[src/rtl/intt_sched_pkg.sv]
// intt_sched_pkg: shared types and constants for the Kyber inverse-NTT
// scheduler.
//   KYBER_Q        Kyber modulus. Coefficients are carried as-is and never reduced.
//   N_COEFF        number of coefficients in one vector.
//   COEFF_W        width of one coefficient.
//   coeff_t        a single coefficient.
//   coeff_vec_t    packed 8-coefficient vector. Element [0] is the first coefficient.
//   sched_state_t  scheduler state (IDLE, ACTIVE, DRAIN).
package intt_sched_pkg;
    localparam int KYBER_Q = 3329;
    localparam int N_COEFF = 8;
    localparam int COEFF_W = 12;

    typedef logic [COEFF_W-1:0] coeff_t;
    typedef coeff_t [N_COEFF-1:0] coeff_vec_t;

    typedef enum logic [1:0] {
        IDLE   = 2'd0,
        ACTIVE = 2'd1,
        DRAIN  = 2'd2
    } sched_state_t;
endpackage

[src/rtl/intt_sched_if.sv]
// intt_sched_if: bundles the request, pipeline and response signals of the
// inverse-NTT scheduler.
//   slave  : scheduler view.
//   master : environment view (clients plus the Full_iNTT pipeline).
// Signals:
//   req_valid/req_ready           per-requester handshake.
//   req_coeffs0/1                 request vectors.
//   flush                         level input; stop accepting and drain.
//   intt_valid_in/intt_coeffs     issue toward Full_iNTT.
//   intt_valid_out/intt_coeffs_out  result from Full_iNTT.
//   rsp_valid/rsp_coeffs          one-hot routed response.
//   busy, err_orphan              status outputs.
interface intt_sched_if;
    import intt_sched_pkg::*;

    logic [1:0] req_valid;
    logic [1:0] req_ready;
    coeff_vec_t req_coeffs0;
    coeff_vec_t req_coeffs1;
    logic       flush;
    logic       intt_valid_in;
    coeff_vec_t intt_coeffs;
    logic       intt_valid_out;
    coeff_vec_t intt_coeffs_out;
    logic [1:0] rsp_valid;
    coeff_vec_t rsp_coeffs;
    logic       busy;
    logic       err_orphan;

    modport slave (
        input  req_valid, req_coeffs0, req_coeffs1, flush,
               intt_valid_out, intt_coeffs_out,
        output req_ready, intt_valid_in, intt_coeffs,
               rsp_valid, rsp_coeffs, busy, err_orphan
    );

    modport master (
        output req_valid, req_coeffs0, req_coeffs1, flush,
               intt_valid_out, intt_coeffs_out,
        input  req_ready, intt_valid_in, intt_coeffs,
               rsp_valid, rsp_coeffs, busy, err_orphan
    );
endinterface

[src/rtl/intt_tag_fifo.sv]
// intt_tag_fifo: 1-bit-wide, DEPTH-deep synchronous FIFO that holds the
// requester id of every vector in flight through Full_iNTT, in issue order.
//   clk, r      clock and asynchronous active-high reset (empties the FIFO).
//   push, din   write one tag.
//   pop         discard the head tag.
//   dout        head tag. It is valid while empty is low.
//   empty, full occupancy flags.
// Pushes while full and pops while empty are ignored.
module intt_tag_fifo #(
    parameter int DEPTH = 8
) (
    input  logic clk,
    input  logic r,
    input  logic push,
    input  logic din,
    input  logic pop,
    output logic dout,
    output logic empty,
    output logic full
);
    localparam int PTR_W = $clog2(DEPTH);
    localparam int CNT_W = PTR_W + 1;

    logic [DEPTH-1:0] mem_q, mem_d;
    logic [PTR_W-1:0] wr_ptr_q, wr_ptr_d;
    logic [PTR_W-1:0] rd_ptr_q, rd_ptr_d;
    logic [CNT_W-1:0] count_q, count_d;
    logic             do_push, do_pop;

    assign empty = (count_q == '0);
    assign full  = (count_q == CNT_W'(DEPTH));
    assign dout  = mem_q[rd_ptr_q];

    always_comb begin
        do_push  = push & ~full;
        do_pop   = pop & ~empty;
        mem_d    = mem_q;
        wr_ptr_d = wr_ptr_q;
        rd_ptr_d = rd_ptr_q;
        if (do_push) begin
            mem_d[wr_ptr_q] = din;
            wr_ptr_d        = wr_ptr_q + PTR_W'(1);
        end
        if (do_pop) begin
            rd_ptr_d = rd_ptr_q + PTR_W'(1);
        end
        count_d = count_q + CNT_W'(do_push) - CNT_W'(do_pop);
    end

    always_ff @(posedge clk or posedge r) begin
        if (r) begin
            mem_q    <= '0;
            wr_ptr_q <= '0;
            rd_ptr_q <= '0;
            count_q  <= '0;
        end else begin
            mem_q    <= mem_d;
            wr_ptr_q <= wr_ptr_d;
            rd_ptr_q <= rd_ptr_d;
            count_q  <= count_d;
        end
    end
endmodule

[src/rtl/intt_sched.sv]
// intt_sched: two-requester scheduler in front of the shared 8-point Kyber
// inverse-NTT pipeline (Full_iNTT).
//   clk, r  clock and asynchronous active-high reset.
//   bus     intt_sched_if.slave: request handshakes, issue port, result port,
//           routed responses, busy and the sticky err_orphan flag.
// Accepted vectors are registered onto the issue port. The requester id is
// queued in intt_tag_fifo, and each returning result is steered back to the
// requester at the head of that queue. MAX_OUT bounds the number of vectors
// in flight.
// Build option INTT_SCHED_RR_EN: round-robin arbitration between the two
// requesters. Without it, requester 0 has fixed priority.
module intt_sched
    import intt_sched_pkg::*;
#(
    parameter int MAX_OUT = 8
) (
    input  logic   clk,
    input  logic   r,
    intt_sched_if.slave bus
);
    localparam int CNT_W = $clog2(MAX_OUT + 1);

    sched_state_t     state_q, state_d;
    logic [CNT_W-1:0] cnt_q, cnt_d;
    logic             intt_valid_in_q, intt_valid_in_d;
    coeff_vec_t       intt_coeffs_q, intt_coeffs_d;
    logic             issue_tag_q, issue_tag_d;
    logic [1:0]       rsp_valid_q, rsp_valid_d;
    coeff_vec_t       rsp_coeffs_q, rsp_coeffs_d;
    logic             err_orphan_q, err_orphan_d;

    logic [1:0] grant;
    logic       accept, grant_id;
    logic       fifo_dout, fifo_empty, fifo_full;
    logic       pop, orphan;

`ifdef INTT_SCHED_RR_EN
    // Requester that wins the next two-way contention.
    logic rr_ptr_q, rr_ptr_d;

    always_comb begin
        rr_ptr_d = rr_ptr_q;
        if (accept) begin
            rr_ptr_d = ~grant_id;
        end
    end

    always_ff @(posedge clk or posedge r) begin
        if (r) begin
            rr_ptr_q <= 1'b0;
        end else begin
            rr_ptr_q <= rr_ptr_d;
        end
    end
`endif

    // Grant decision. A flush in the current cycle already blocks grants,
    // one cycle before the state reaches DRAIN. A pop in the same cycle does
    // not free a credit for the requester.
    always_comb begin
        grant = 2'b00;
        if (!bus.flush && state_q != DRAIN && cnt_q != CNT_W'(MAX_OUT) && !fifo_full) begin
            case (bus.req_valid)
                2'b01:   grant = 2'b01;
                2'b10:   grant = 2'b10;
`ifdef INTT_SCHED_RR_EN
                2'b11:   grant = rr_ptr_q ? 2'b10 : 2'b01;
`else
                2'b11:   grant = 2'b01;
`endif
                default: grant = 2'b00;
            endcase
        end
    end

    assign accept        = |grant;
    assign grant_id      = grant[1];
    assign bus.req_ready = grant;

    // The tag is pushed in the same cycle its vector is presented to Full_iNTT.
    intt_tag_fifo #(.DEPTH(MAX_OUT)) u_tag_fifo (
        .clk   (clk),
        .r     (r),
        .push  (intt_valid_in_q),
        .din   (issue_tag_q),
        .pop   (pop),
        .dout  (fifo_dout),
        .empty (fifo_empty),
        .full  (fifo_full)
    );

    assign pop    = bus.intt_valid_out & ~fifo_empty;
    assign orphan = bus.intt_valid_out & fifo_empty;

    always_comb begin
        // Orphans are not counted as pops, so cnt does not move below zero.
        cnt_d = cnt_q;
        case ({accept, pop})
            2'b10:   cnt_d = cnt_q + CNT_W'(1);
            2'b01:   cnt_d = cnt_q - CNT_W'(1);
            default: cnt_d = cnt_q;
        endcase

        intt_valid_in_d = accept;
        issue_tag_d     = accept ? grant_id : issue_tag_q;
        intt_coeffs_d   = intt_coeffs_q;
        if (accept) begin
            intt_coeffs_d = grant_id ? bus.req_coeffs1 : bus.req_coeffs0;
        end

        rsp_valid_d  = 2'b00;
        rsp_coeffs_d = rsp_coeffs_q;
        if (pop) begin
            rsp_valid_d[fifo_dout] = 1'b1;
            rsp_coeffs_d           = bus.intt_coeffs_out;
        end

        err_orphan_d = err_orphan_q | orphan;

        state_d = state_q;
        case (state_q)
            IDLE: begin
                if (bus.flush)  state_d = DRAIN;
                else if (accept) state_d = ACTIVE;
            end
            ACTIVE: begin
                if (bus.flush)          state_d = DRAIN;
                else if (cnt_d == '0)   state_d = IDLE;
            end
            DRAIN: begin
                if (!bus.flush && cnt_q == '0) state_d = IDLE;
            end
            default: state_d = IDLE;
        endcase
    end

    always_ff @(posedge clk or posedge r) begin
        if (r) begin
            state_q         <= IDLE;
            cnt_q           <= '0;
            intt_valid_in_q <= 1'b0;
            intt_coeffs_q   <= '0;
            issue_tag_q     <= 1'b0;
            rsp_valid_q     <= 2'b00;
            rsp_coeffs_q    <= '0;
            err_orphan_q    <= 1'b0;
        end else begin
            state_q         <= state_d;
            cnt_q           <= cnt_d;
            intt_valid_in_q <= intt_valid_in_d;
            intt_coeffs_q   <= intt_coeffs_d;
            issue_tag_q     <= issue_tag_d;
            rsp_valid_q     <= rsp_valid_d;
            rsp_coeffs_q    <= rsp_coeffs_d;
            err_orphan_q    <= err_orphan_d;
        end
    end

    assign bus.intt_valid_in = intt_valid_in_q;
    assign bus.intt_coeffs   = intt_coeffs_q;
    assign bus.rsp_valid     = rsp_valid_q;
    assign bus.rsp_coeffs    = rsp_coeffs_q;
    assign bus.busy          = (state_q != IDLE);
    assign bus.err_orphan    = err_orphan_q;
endmodule

[src/flat_wrapper.sv]
// flat-port wrapper written by rule: the top's interface ports become plain ports
module intt_sched_flat import intt_sched_pkg::*;
#(
    parameter int MAX_OUT = 8
)
  (clk, r, bus_req_valid, bus_req_coeffs0, bus_req_coeffs1, bus_flush, bus_intt_valid_out, bus_intt_coeffs_out, bus_req_ready, bus_intt_valid_in, bus_intt_coeffs, bus_rsp_valid, bus_rsp_coeffs, bus_busy, bus_err_orphan);
  intt_sched_if bus_i ();
  input  logic clk;
  input  logic r;
  input wire logic [$bits(bus_i.req_valid)-1:0] bus_req_valid;
  input wire logic [$bits(bus_i.req_coeffs0)-1:0] bus_req_coeffs0;
  input wire logic [$bits(bus_i.req_coeffs1)-1:0] bus_req_coeffs1;
  input wire logic [$bits(bus_i.flush)-1:0] bus_flush;
  input wire logic [$bits(bus_i.intt_valid_out)-1:0] bus_intt_valid_out;
  input wire logic [$bits(bus_i.intt_coeffs_out)-1:0] bus_intt_coeffs_out;
  output wire logic [$bits(bus_i.req_ready)-1:0] bus_req_ready;
  output wire logic [$bits(bus_i.intt_valid_in)-1:0] bus_intt_valid_in;
  output wire logic [$bits(bus_i.intt_coeffs)-1:0] bus_intt_coeffs;
  output wire logic [$bits(bus_i.rsp_valid)-1:0] bus_rsp_valid;
  output wire logic [$bits(bus_i.rsp_coeffs)-1:0] bus_rsp_coeffs;
  output wire logic [$bits(bus_i.busy)-1:0] bus_busy;
  output wire logic [$bits(bus_i.err_orphan)-1:0] bus_err_orphan;
  assign bus_i.req_valid = bus_req_valid;
  assign bus_i.req_coeffs0 = bus_req_coeffs0;
  assign bus_i.req_coeffs1 = bus_req_coeffs1;
  assign bus_i.flush = bus_flush;
  assign bus_i.intt_valid_out = bus_intt_valid_out;
  assign bus_i.intt_coeffs_out = bus_intt_coeffs_out;
  assign bus_req_ready = bus_i.req_ready;
  assign bus_intt_valid_in = bus_i.intt_valid_in;
  assign bus_intt_coeffs = bus_i.intt_coeffs;
  assign bus_rsp_valid = bus_i.rsp_valid;
  assign bus_rsp_coeffs = bus_i.rsp_coeffs;
  assign bus_busy = bus_i.busy;
  assign bus_err_orphan = bus_i.err_orphan;
  intt_sched #(.MAX_OUT(MAX_OUT)) u_core (.clk(clk), .r(r), .bus(bus_i));
endmodule
[config.mk]
export PLATFORM = sky130hd
export DESIGN_NAME = intt_sched_flat
export DESIGN_NICKNAME = d
export VERILOG_FILES = /design/src/rtl/intt_sched_pkg.sv /design/src/rtl/intt_sched_if.sv /design/src/rtl/intt_tag_fifo.sv /design/src/rtl/intt_sched.sv /design/src/flat_wrapper.sv
export SDC_FILE = /design/constraint.sdc
export NUM_CORES = 1
export LEC_CHECK = 0
export BUFFER_PORTS_ARGS = -buffer_cell sky130_fd_sc_hd__buf_2
export CORE_AREA = 8 8 186 188
export DETAILED_ROUTE_END_ITERATION = 12
export DIE_AREA = 0 0 194 196
export GPL_ROUTABILITY_DRIVEN = 0
export SYNTH_ARGS = -nofsm -noshare
export SYNTH_HDL_FRONTEND = slang
export SYNTH_SLANG_ARGS = --single-unit
[constraint.sdc]
create_clock -name clk -period 9.49 [get_ports clk]
set_clock_uncertainty 0.15 [all_clocks]
set_input_delay 1.4235 -clock clk [delete_from_list [all_inputs] [get_ports clk]]
set_output_delay 1.4235 -clock clk [all_outputs]
set_load 0.02 [all_outputs]
==> results.txt, run 1 <==
----------------------------------------------------
[Power and ir drop]
  Share of total power in combinational logic ... 0.373
  Static leakage ... 7.006 nW
  Net switching power ... 1.545 mW
  Power share of the sequential group ... 0.391
  Peak ir drop on the vdd network ... approximately 0.16 mV
  PD cells ... 300.5 nW/um2
  Part of the total power dissipated in the clock network ... 0.236
  Internal power ... around 2.3 mW
  Net Sw Frac ... 0.3992

[Worst setup path]
  Startpoint-to-endpoint class of the critical path ... register to output pin
  Required time reported for the critical path endpoint ... ~7.9 ns
  Largest fanout of any net on the critical path ... 99
  Reg2reg start ... u_core.u_tag_fifo.count_q[2]
  Crit path largest cell delay ... 0.70 ns
  Nature of the critical path startpoint ... register
  Highest-delay cell along the critical path ... buf_4
  CP cell instances ... inv_1 -> ha_1 -> nor3b_1 -> a2111o_2 -> buf_4 -> nor3_1 -> buf_2
  Crit path arrival time ... 2.84 ns
  R2R Path End ... u_core.state_q[0]
  Endpoint kind of the worst setup timing path ... output pin
  FF-to-FF setup slack ... 6.35 ns
  Number of cells traversed by the worst register-to-register path ... 12

[Routing]
  Initial detailed-routing violation count ... 432
  Number of routed nets with antenna violations ... 0
  Routed via count ... a little under 9000
  WL final ... 35.95 mm
  Post-detailed-route DRC marker count ... 0
  Per-cell via count in the routed design ... 4.699
  Number of search-and-repair iterations in the first detailed-routing pass ... 5
  Wire length per cell after detailed routing ... between 15 and 20 um

[Hold path]
  Worst hold path endpoint ... u_core.bus.rsp_coeffs[61]
  Worst hold path startpoint ... u_core.bus.rsp_coeffs[61]
  Hold Crit Depth ... 2
  Type of the most critical hold path ... register to register

[Global routing]
  Total gr overflow ... 0
  Pin count of the biggest net entering global routing ... 100
  Aggregate global-route resource usage ... 0.1791
  Number of global-route vias before repair ... 8896
  Global-route wire length before repair ... 54.42 mm
  Initial antenna violation count ... 20

[Clock tree]
  Clock insertion delay at the later pin of the skew report ... about 0.5 ns
  CTS clk-pin slew, worst paths ... 0.06 ns
  CTS tree ... yes
  Clock sinks ... 221
  Number of CTS-inserted buffers ... 25
  Clock tree buffer depth ... 3
  Clock root cell ... clkbuf_16
  Number of post-CTS setup repair buffers ... 0
  H-tree lvl count ... 1
  Count of hold buffers inserted by post-cts repair ... 0
  Number of instances resized during post-cts repair ... 0

[Floorplan]
  Height of the die ... a little under 200 um
  Number of placed I/O pins ... 493
  Starting utilization of the core area ... 0.2917
  Die outline area ... 38020 um2
  Core footprint ... 31880 um2
  Die outline width ... 194 um
  Number of placement rows ... 66

[Timing]
  Post-route clock period utilization ... 0.4654
  Final setup violation count ... 0
  Worst hold slack ... 0.3158 ns
  Post-layout minimum cycle time ... 4.417 ns
  Fmax ... ~0.23 GHz
  Max-slew violation count ... 0
  Sum of negative setup slack ... 0 ns
  Final hold viol count ... 0
  Transition time of the tightest slew-check pin ... 1.029 ns
  RSZ-0062 raised after global routing ... false
  Normalized max-slew margin ... 0.3139

[Place]
  Post-placement cell count ... 1820
  Post-DP HPWL ... between 20 and 30 mm
  Instance area at placement ... 12100 um2
  Count of input and output buffers ... 492

[Yosys]
  Number of distinct library cell variants in the gate-level netlist after synthesis ... 40
  Gate count of the mapped netlist ... 975
  Share of synthesized area occupied by flip-flops and latches ... 0.5947
  Number of nets produced by synthesis ... 1282
  Cell area after synthesis ... just over 9000 um2
  Seq cells post-synth ... ~220
  Syn_area_per_cell ... 9.537 um2
  Number of warnings issued by yosys ... 0

[Cells and area]
  Number of fill cells ... 3202
  Most common library cell in the layout ignoring fill and taps ... buf_2
  Leading cell types in the layout, fill and taps excluded ... buf_2 (491), nand2_1 (391), dfrtp_1 (221), o21ai_0 (97), a22oi_1 (91)
  Layout cell share with drive strength beyond 1 ... 0.3831
  Design Area, Final ... about 13000 um2
  Area growth, synth to finish ... 38.54%
  Net count of the finished layout ... 1746
  Non-filler cells, final ... 1869

[Flow run]
  Max Cap Viol ... 0

[Status]
  Run status ... finished clean

----------------------------------------------------
==> registers in the layout, summed over array words and instances (netlist names), 2 cells and up <==
register,flops
u_core.bus.intt_coeffs,96
u_core.bus.rsp_coeffs,96
u_core.bus.rsp_valid,2
u_core.cnt_q,4
u_core.state_q,2
u_core.u_tag_fifo.count_q,4
u_core.u_tag_fifo.mem_q,8
u_core.u_tag_fifo.rd_ptr_q,3
u_core.u_tag_fifo.wr_ptr_q,3
==> per-stage QoR <==
| stage | setup WS (ns) | total power, mW | utilization |
|---|---|---|---|
| floorplan | 1.867 | 2.389 | - |
| global placement | 5.089 | 2.961 | 0.3797 |
| detailed placement | 5.090 | 2.994 | 0.3797 |
| CTS | 4.988 | 3.933 | 0.4036 |
| global route | 4.787 | 4.140 | 0.4038 |
| finish | 5.073 | 3.871 | 0.4041 |
==> power by group through the flow <==
stage          Clock, mW  Combinational, mW  Sequential (mW)
2_1_floorplan          0              0.509             1.88
3_3_place_gp           0               1.45             1.51
3_5_place_dp           0               1.47             1.52
4_1_cts            0.947               1.47             1.51
5_1_grt            0.983               1.59             1.56
6_report           0.912               1.45             1.51
==> per-layer routing <==
layer  up-vias  routed length [um]  global-route usage
met4         6                 671             0.04328
li1       4189                   -                   -
met3        64                3923             0.07317
met1      4112               14180              0.2170
met2       411               17140              0.2943
met5         -                  35                   0
==> worst max-delay path, delay by kind of cell, from the launching register on <==
kind | cells | cell delay [ns]
buf+inv | 3 | 1.00
fa+ha+maj | 1 | 0.16
compound gates | 1 | 0.20
flops | 1 | 0.35
simple gates | 2 | 0.59
==> Yosys cell counts (all sizes together) <==
master	instances	area share
inv	17	0.0069
a21o	2	0.0016
mux4	2	0.0048
fa	2	0.0043
nand3	12	0.0065
a22oi	91	0.073
a211oi	1	0.00081
nor2	13	0.0078
nor3b	3	0.0024
a31o	1	0.00094
nor2b	1	0.00067
o31a	1	0.00094
nand4	1	0.00067
and2b	1	0.00081
clkbuf	44	0.018
buf	19	0.010
or2	1	0.00067
xor2	2	0.0019
nand2	392	0.16
ha	11	0.015
a2111oi	1	0.0030
and3	4	0.0027
mux2i	2	0.0022
nand3b	2	0.0016
nor3	3	0.0022
mux2	9	0.011
a2111o	1	0.0012
o21ai	99	0.054
a21oi	8	0.0043
dfrtp	221	0.59
xnor2	7	0.0066
nand2b	1	0.00067
==> final cells by class <==
class	count	area, um2	area share
Antenna cell	7	17.52	0.001360
Clock buffer	37	710.7	0.05517
Clock inverter	5	50.05	0.003885
Inverter	17	71.32	0.005536
Multi-Input combinational cell	674	3467	0.2691
Sequential cell	221	5530	0.4293
Tap cell	408	510.5	0.03963
Timing Repair Buffer	500	2525	0.1960
==> cell families (layout without fill, tap and decap cells) <==
logic type,count (synthesis),count (layout),share of synthesized area
AO/OA/AOI/OAI,205,205,0.1399
XOR/XNOR,9,9,0.008477
adder cells (fa/ha/maj),13,13,0.01911
buffers and inverters,80,559,0.03498
flip-flops,221,221,0.5947
multiplexers,13,13,0.01790
other,0,7,0
AND/OR/NAND/NOR,434,434,0.1849
==> worst max path at each step <==
stage                                             from                    end  slack [ns]  cells after the start
after detailed placement                     bus_flush       bus_req_ready[0]        5.09                      5
after global placement                       bus_flush       bus_req_ready[0]        5.09                      5
after CTS                 u_core.u_tag_fifo.count_q[2]       bus_req_ready[0]        4.99                      7
after floorplan                                      r  u_core.bus.err_orphan        1.87                      1
after global routing      u_core.u_tag_fifo.count_q[2]       bus_req_ready[1]        4.79                      7
final                     u_core.u_tag_fifo.count_q[2]       bus_req_ready[1]        5.07                      7
No activity file was read; power rests on OpenSTA's default activity.
==> inputs of run 2 (changes only) <==
==> constraint.sdc (replaced) <==
create_clock -name clk -period 4.2 [get_ports clk]
set_clock_uncertainty 0.15 [all_clocks]
set_input_delay 0.63 -clock clk [delete_from_list [all_inputs] [get_ports clk]]
set_output_delay 0.63 -clock clk [all_outputs]
set_load 0.02 [all_outputs]
==> run 2 against run 1 <==
Register-to-register slack worse by 5.4 ns. Flip-flop and latch count unchanged. Clock-buffer cell count decreased by 3. Global-route usage rose by 0.16 points. Critical path depth grew 5. Critical endpoint is now u_core.state_q[0]. Largest power group unchanged. Combinational power up 130%. Critical path type is now register to register. Sequential power up 130%. Via count rose by 1.3%. Final area rose by 1.2%. Die area is the same. Worst hold slack worse by 0.25 ns.
==> results.txt, run 2 (synthesis results as in run 1) <==
----------------------------------------------------
[Status]
  Run status ... finished clean

[Floorplan]
  Starting utilization of the core area ... 0.2917 (unchanged)
  Die outline width ... 194 um (unchanged)
  Core footprint ... 31880 um2 (unchanged)
  Die outline area ... 38020 um2 (unchanged)
  Number of placement rows ... 66 (unchanged)
  Height of the die ... 196 um (unchanged)
  Number of placed I/O pins ... 493 (unchanged)

[Cells and area]
  Design Area, Final ... 13030 um2 (+1.2%)
  Non-filler cells, final ... 1876 (+0.37%)
  Area of combinational cells with multiple inputs ... 3467 um2 (unchanged)
  Area growth, synth to finish ... 40.14%
  Most common library cell in the layout ignoring fill and taps ... buf_2
  Layout cell share with drive strength beyond 1 ... 0.3877 (+0.004590)
  Leading cell types in the layout, fill and taps excluded ... buf_2 (491), nand2_1 (391), dfrtp_1 (221), o21ai_0 (97), a22oi_1 (91)
  Storage element area ... 5530 um2 (unchanged)
  Net count of the finished layout ... 1749 (+0.17%)
  Number of fill cells ... 3205 (+0.094%)

[Worst setup path]
  CP startpoint ... u_core.u_tag_fifo.count_q[2]
  Nature of the critical path startpoint ... register
  Largest fanout of any net on the critical path ... 8 (-92%)
  Crit path largest cell delay ... 0.50 ns (-0.20 ns)
  Startpoint-to-endpoint class of the critical path ... register to register
  R2R Path End ... u_core.state_q[0]
  Required time reported for the critical path endpoint ... 4.45 ns (-3.47 ns)
  Highest-delay cell along the critical path ... a2111oi_4
  CP cell instances ... inv_1 -> ha_1 -> nor3b_1 -> a2111oi_4 -> o21ai_4 -> ha_1 -> ha_1 -> a21o_1 -> a21oi_1 -> mux2i_1 -> xnor2_1 -> o31a_1
  Crit path arrival time ... 3.52 ns (+0.68 ns)
  Reg2reg start ... u_core.u_tag_fifo.count_q[2]
  Number of cells traversed by the worst register-to-register path ... 12 (unchanged)
  Most prevalent standard cell on the critical path ... ha_1
  Endpoint kind of the worst setup timing path ... register
  FF-to-FF setup slack ... 0.93 ns (-5.42 ns)

[Routing]
  Number of search-and-repair iterations in the first detailed-routing pass ... 5 (unchanged)
  Number of routed nets with antenna violations ... 0 (unchanged)
  Post-detailed-route DRC marker count ... 0 (unchanged)
  Top layer reached by signal wires ... met5
  Length of routed met2 wiring ... 17.02 mm (-0.69%)
  Per-cell via count in the routed design ... 4.740 (+0.87%)
  Length of routed wiring on met1 ... 14.27 mm (+0.63%)
  Routed via count ... 8892 (+1.3%)
  WL final ... 35.94 mm (about the same)
  Total met3 wirelength after detailed routing ... 3.642 mm (-7.2%)
  Initial detailed-routing violation count ... 457 (+5.8%)
  Wire length per cell after detailed routing ... 19.16 um (-0.40%)

[Hold path]
  Type of the most critical hold path ... input pin to async pin

[Clock tree]
  Count of hold buffers inserted by post-cts repair ... 0 (unchanged)
  Number of CTS-inserted buffers ... 24 (-4.0%)
  CTS tree ... yes
  Clock tree buffer depth ... 3 (unchanged)
  Number of post-CTS setup repair buffers ... 0 (unchanged)
  Number of instances resized during post-cts repair ... 0 (unchanged)
  Clock insertion delay at the later pin of the skew report ... 0.51 ns (about the same)
  H-tree lvl count ... 1 (unchanged)
  CTS clk-pin slew, worst paths ... 0.06 ns (about the same)
  Clock root cell ... clkbuf_16
  Clock sinks ... 221 (unchanged)

[Timing]
  Normalized max-slew margin ... 0.2970 (-0.01684)
  Sum of negative setup slack ... 0 ns (unchanged)
  Post-route clock period utilization ... 0.7779
  Transition time of the tightest slew-check pin ... 1.054 ns (+0.02526 ns)
  Max-slew violation count ... 0 (unchanged)
  Fmax ... 0.3061 GHz
  Post-layout minimum cycle time ... 3.267 ns
  RSZ-0062 raised after global routing ... false
  Final hold viol count ... 0 (unchanged)
  Final setup violation count ... 0 (unchanged)

[Place]
  Count of input and output buffers ... 492 (unchanged)
  Post-placement cell count ... 1824 (+0.22%)
  Instance area at placement ... 12160 um2 (+0.42%)
  Post-DP HPWL ... 27.35 mm (about the same)

[Power and ir drop]
  PD cells ... 688.2 nW/um2 (+130%)
  Static leakage ... 7.072 nW (+0.94%)
  Peak ir drop on the vdd network ... 0.3455 mV (+120%)

[Global routing]
  Number of global-route vias before repair ... 9109 (+2.4%)
  Aggregate global-route resource usage ... 0.1807 (+0.001592)
  Total gr overflow ... 0 (unchanged)
  Initial antenna violation count ... 19 (-5.0%)
  Pin count of the biggest net entering global routing ... 100 (unchanged)
  Global-route wire length before repair ... 55.19 mm (+1.4%)

[Flow run]
  Max Cap Viol ... 0 (unchanged)

----------------------------------------------------
-- run 2: cell types whose count changed in the layout (fill, tap and decap cells not counted), moves of 2 or more --
cell        before  now
clkbuf_1         8    5
buf_12           0    2
clkinvlp_4       0    2
buf_4            9   11
bufinv_16        1    4
-- run 2: power breakdown --
part / total [mW] / internal [mW] / switching, mW
logic: 3.27 / 1.11 / 2.16
clock network: 2.27 / 1.41 / 0.869
registers: 3.42 / 2.93 / 0.491
-- run 2: worst max-delay path by stage --
stage | endpoint | cells after the start
final | u_core.state_q[0] | 12
after global routing | u_core.state_q[0] | 12
after CTS | u_core.state_q[0] | 12
after detailed placement | u_core.state_q[0] | 12
after global placement | u_core.state_q[0] | 12
after floorplan | u_core.bus.err_orphan | 1
-- run 2: cell type report --
type / instances / area share
clock buffers: 34 / 0.05367
diodes: 8 / 0.001536
clock inverters: 10 / 0.01200
well taps: 408 / 0.03917
inverters: 17 / 0.005185
multi-input cells: 674 / 0.2661
repair buffers: 504 / 0.1980
flip-flops and latches: 221 / 0.4244
-- run 2: layer usage --
metal,vias up,global-route usage
li1,4191,-
met1,4221,0.2139
met2,394,0.2943
met3,70,0.07676
met4,16,0.05771
met5,-,0
-- run 2: critical path, delay by kind of cell, from the launching register on --
kind	cells	cell delay [ns]
multiplexers	1	0.25
XOR/XNOR	1	0.11
AND/OR/NAND/NOR	1	0.18
flip-flops	1	0.32
adder cells (fa/ha/maj)	3	0.76
AO/OA/AOI/OAI	5	1.32
buffers and inverters	1	0.07
-- run 2: through the flow --
step	total power [mW]	setup slack [ns]	hold WS (ns)	utilization
2_1_floorplan	5.398	0.5379	0.3048	-
3_3_place_gp	6.702	0.9809	0.3011	0.3813
3_5_place_dp	6.781	0.8755	0.3072	0.3813
4_1_cts	9.118	0.8881	0.06241	0.4082
5_1_grt	9.603	0.6834	0.1035	0.4085
6_report	8.968	0.9329	0.06865	0.4088
==> inputs of run 3 (changes only) <==
==> constraint.sdc (replaced) <==
create_clock -name clk -period 3.05 [get_ports clk]
set_clock_uncertainty 0.15 [all_clocks]
set_input_delay 0.4575 -clock clk [delete_from_list [all_inputs] [get_ports clk]]
set_output_delay 0.4575 -clock clk [all_outputs]
set_load 0.02 [all_outputs]
==> run 3 against run 2 <==
Utilization grew 3.2 points. Clock-buffer cell count grew 4. Final area grew 7.9%. Worst setup slack lost 0.84 ns. Flip-flop and latch count is the same. Critical path type unchanged. Largest power group is now combinational logic.
==> results.txt, run 3 (synthesis results as in run 1) <==
----------------------------------------------------
[Status]
  Run status ... finished clean

[Timing]
  Final hold viol count ... 0 (unchanged)
  Transition time of the tightest slew-check pin ... 1.018 ns (-0.03684 ns)
  Post-route clock period utilization ... 0.9690 (+0.1911)
  Fmax ... 0.3384 GHz (+11%)
  Sum of negative setup slack ... 0 ns (unchanged)
  Post-layout minimum cycle time ... 2.955 ns (-0.3117 ns)
  Final setup violation count ... 0 (unchanged)
  RSZ-0062 raised after global routing ... true
  Max-slew violation count ... 0 (unchanged)
  Normalized max-slew margin ... 0.3216 (+0.02456)

[Global routing]
  Global-route wire length before repair ... 57.53 mm (+4.2%)
  Aggregate global-route resource usage ... 0.1882 (+0.007539)
  Met3 usage ... 0.07111 (-0.005655)
  Total gr overflow ... 0 (unchanged)
  Met2 Use GR ... 0.3174 (+0.02316)
  Pin count of the biggest net entering global routing ... 99 (-1.0%)
  Initial antenna violation count ... 14 (-5)
  Global Route met1 Usage ... 0.2230 (+0.009045)
  Number of global-route vias before repair ... 9649 (+5.9%)
  Highest-utilization routing layer at the global route stage ... met2

[Cells and area]
  Number of fill cells ... 3089 (-3.6%)
  Layout cell share with drive strength beyond 1 ... 0.3720 (-0.01571)
  Area growth, synth to finish ... 51.14%
  Most common library cell in the layout ignoring fill and taps ... buf_2
  Post-layout utilization of the core ... 0.4409 (+0.03211)
  Leading cell types in the layout, fill and taps excluded ... buf_2 (491), nand2_1 (391), dfrtp_1 (221), o21ai_0 (97), a22oi_1 (91)
  Net count of the finished layout ... 1854 (+6.0%)

[Clock tree]
  Clock tree buffer depth ... 3 (unchanged)
  CTS clk-pin slew, worst paths ... 0.06 ns (about the same)
  H-tree lvl count ... 1 (unchanged)
  Number of CTS-inserted buffers ... 24 (unchanged)
  CTS tree ... yes
  Clock sinks ... 221 (unchanged)
  Clock insertion delay at the later pin of the skew report ... 0.51 ns (about the same)
  Clock root cell ... clkbuf_16

[Floorplan]
  Die outline width ... 194 um (unchanged)
  Height of the die ... 196 um (unchanged)
  Starting utilization of the core area ... 0.2917 (unchanged)
  Core footprint ... 31880 um2 (unchanged)
  Number of placement rows ... 66 (unchanged)
  Number of placed I/O pins ... 493 (unchanged)
  Die outline area ... 38020 um2 (unchanged)

[Routing]
  Number of search-and-repair iterations in the first detailed-routing pass ... 5 (unchanged)
  Post-detailed-route DRC marker count ... 0 (unchanged)
  WL final ... 37.62 mm (+4.7%)
  Wire length per cell after detailed routing ... 19.04 um (-0.60%)
  Routed via count ... 9300 (+4.6%)
  Initial detailed-routing violation count ... 506 (+11%)
  Per-cell via count in the routed design ... 4.706 (-0.70%)
  Number of routed nets with antenna violations ... 0 (unchanged)

[Flow run]
  Max Cap Viol ... 0 (unchanged)

[Worst setup path]
  Crit path arrival time ... 3.26 ns (-0.26 ns)
  Largest fanout of any net on the critical path ... 32 (+24)
  CP startpoint ... u_core.u_tag_fifo.count_q[3]
  Startpoint-to-endpoint class of the critical path ... register to register
  Endpoint kind of the worst setup timing path ... register
  Reg2reg start ... u_core.u_tag_fifo.count_q[3]
  Nature of the critical path startpoint ... register
  Required time reported for the critical path endpoint ... 3.35 ns (-1.10 ns)

[Power and ir drop]
  PD cells ... 886.9 nW/um2 (+29%)
  Net Sw Frac ... 0.3934 (+0.0006135)
  Static leakage ... 7.526 nW (+6.4%)
  Peak ir drop on the vdd network ... 0.5553 mV (+61%)
  Internal power ... 7.561 mW (+39%)
  Net switching power ... 4.904 mW (+39%)
  Part of the total power dissipated in the clock network ... 0.240 (-0.014)
  Share of total power in combinational logic ... 0.382 (+0.017)
  Power share of the sequential group ... 0.378 (-0.003)

[Place]
  Count of input and output buffers ... 492 (unchanged)
  Post-DP HPWL ... 27.60 mm (+0.92%)

[Hold path]
  Type of the most critical hold path ... input pin to register
  Worst hold path startpoint ... bus_intt_coeffs_out[61]

----------------------------------------------------
-- run 3: cell count changes in the layout (fill, tap and decap cells not counted), sizes merged --
cell and delta:
diode -2, clkinvlp -1, buf +17, dlygate4sd3 +88
clkinv -4, clkbuf +4, bufinv -2
-- run 3: what timing repair did --
item / in CTS / in global routing
pin swaps: 6 / 3
hold endpoints to repair: 98 / 1
buffers inserted: 1 / 6
hold buffers: 87 / 1
resized for setup: 3 / 0
setup endpoints to repair: 2 / 2
-- run 3: per-layer routing --
layer	wire length, um	vias up
met1	14750	4417
met3	3715	52
li1	-	4403
met2	18470	420
met4	633	8
met5	49	-
-- run 3: layout make-up --
| class | instances | area [um2] | share of cell area |
|---|---|---|---|
| clock buffers | 38 | 744.5 | 0.05297 |
| flip-flops and latches | 221 | 5530 | 0.3935 |
| repair buffers | 609 | 3638 | 0.2589 |
| clock inverters | 3 | 65.06 | 0.004629 |
| diodes | 6 | 15.01 | 0.001068 |
| inverters | 17 | 67.56 | 0.004807 |
| well taps | 408 | 510.5 | 0.03632 |
| multi-input cells | 674 | 3483 | 0.2478 |
-- run 3: critical path, cell delays in order (launching register included) --
cell	delay, ns
dfrtp_1	0.39
ha_1	0.18
nor3b_1	0.13
buf_4	0.16
a2111o_2	0.58
buf_12	0.18
buf_12	0.16
nor2_4	0.23
nand3_1	0.11
nand3_1	0.08
dlygate4sd3_1	0.54
-- run 3: path summary, 6_finish.rpt --
path / endpoint / slack [ns] / cells after the start
min reg2reg: u_core.bus.rsp_coeffs[2] / 0.32 / 2
max in group asynchronous: u_core.u_tag_fifo.mem_q[1] / 1.58 / 4
max: u_core.bus.intt_coeffs[35] / 0.09 / 10
max reg2reg: u_core.bus.intt_coeffs[35] / 0.09 / 10
min: u_core.bus.rsp_coeffs[61] / 0.02 / 3
min in group asynchronous: u_core.bus.intt_coeffs[80] / 0.40 / 3
-- run 3: through the flow --
stage / hold slack, ns / instance area (um2) / setup slack (ns) / std cells / power [mW]
6_report: 0.02190 / 14050 / 0.09460 / 1976 / 12.47
5_1_grt: 0.01306 / 14050 / -0.01768 / 1974 / 13.28
4_1_cts: 0.0004429 / 13970 / 0.0004088 / 1963 / 12.57
3_5_place_dp: 0.3063 / 12270 / -0.01216 / 1834 / 9.381
3_3_place_gp: 0.2991 / 12270 / 0.04710 / 1834 / 9.263
2_1_floorplan: 0.3048 / 9305 / -0.4396 / 975 / 7.433
-- run 3: power by group through the flow --
| stage | clock, mW | sequential (mW) | combinational (mW) |
|---|---|---|---|
| finish | 2.99 | 4.71 | 4.76 |
| global route | 3.20 | 4.86 | 5.23 |
| CTS | 3.08 | 4.70 | 4.79 |
| detailed placement | 0 | 4.73 | 4.65 |
| global placement | 0 | 4.70 | 4.56 |
| floorplan | 0 | 5.85 | 1.58 |
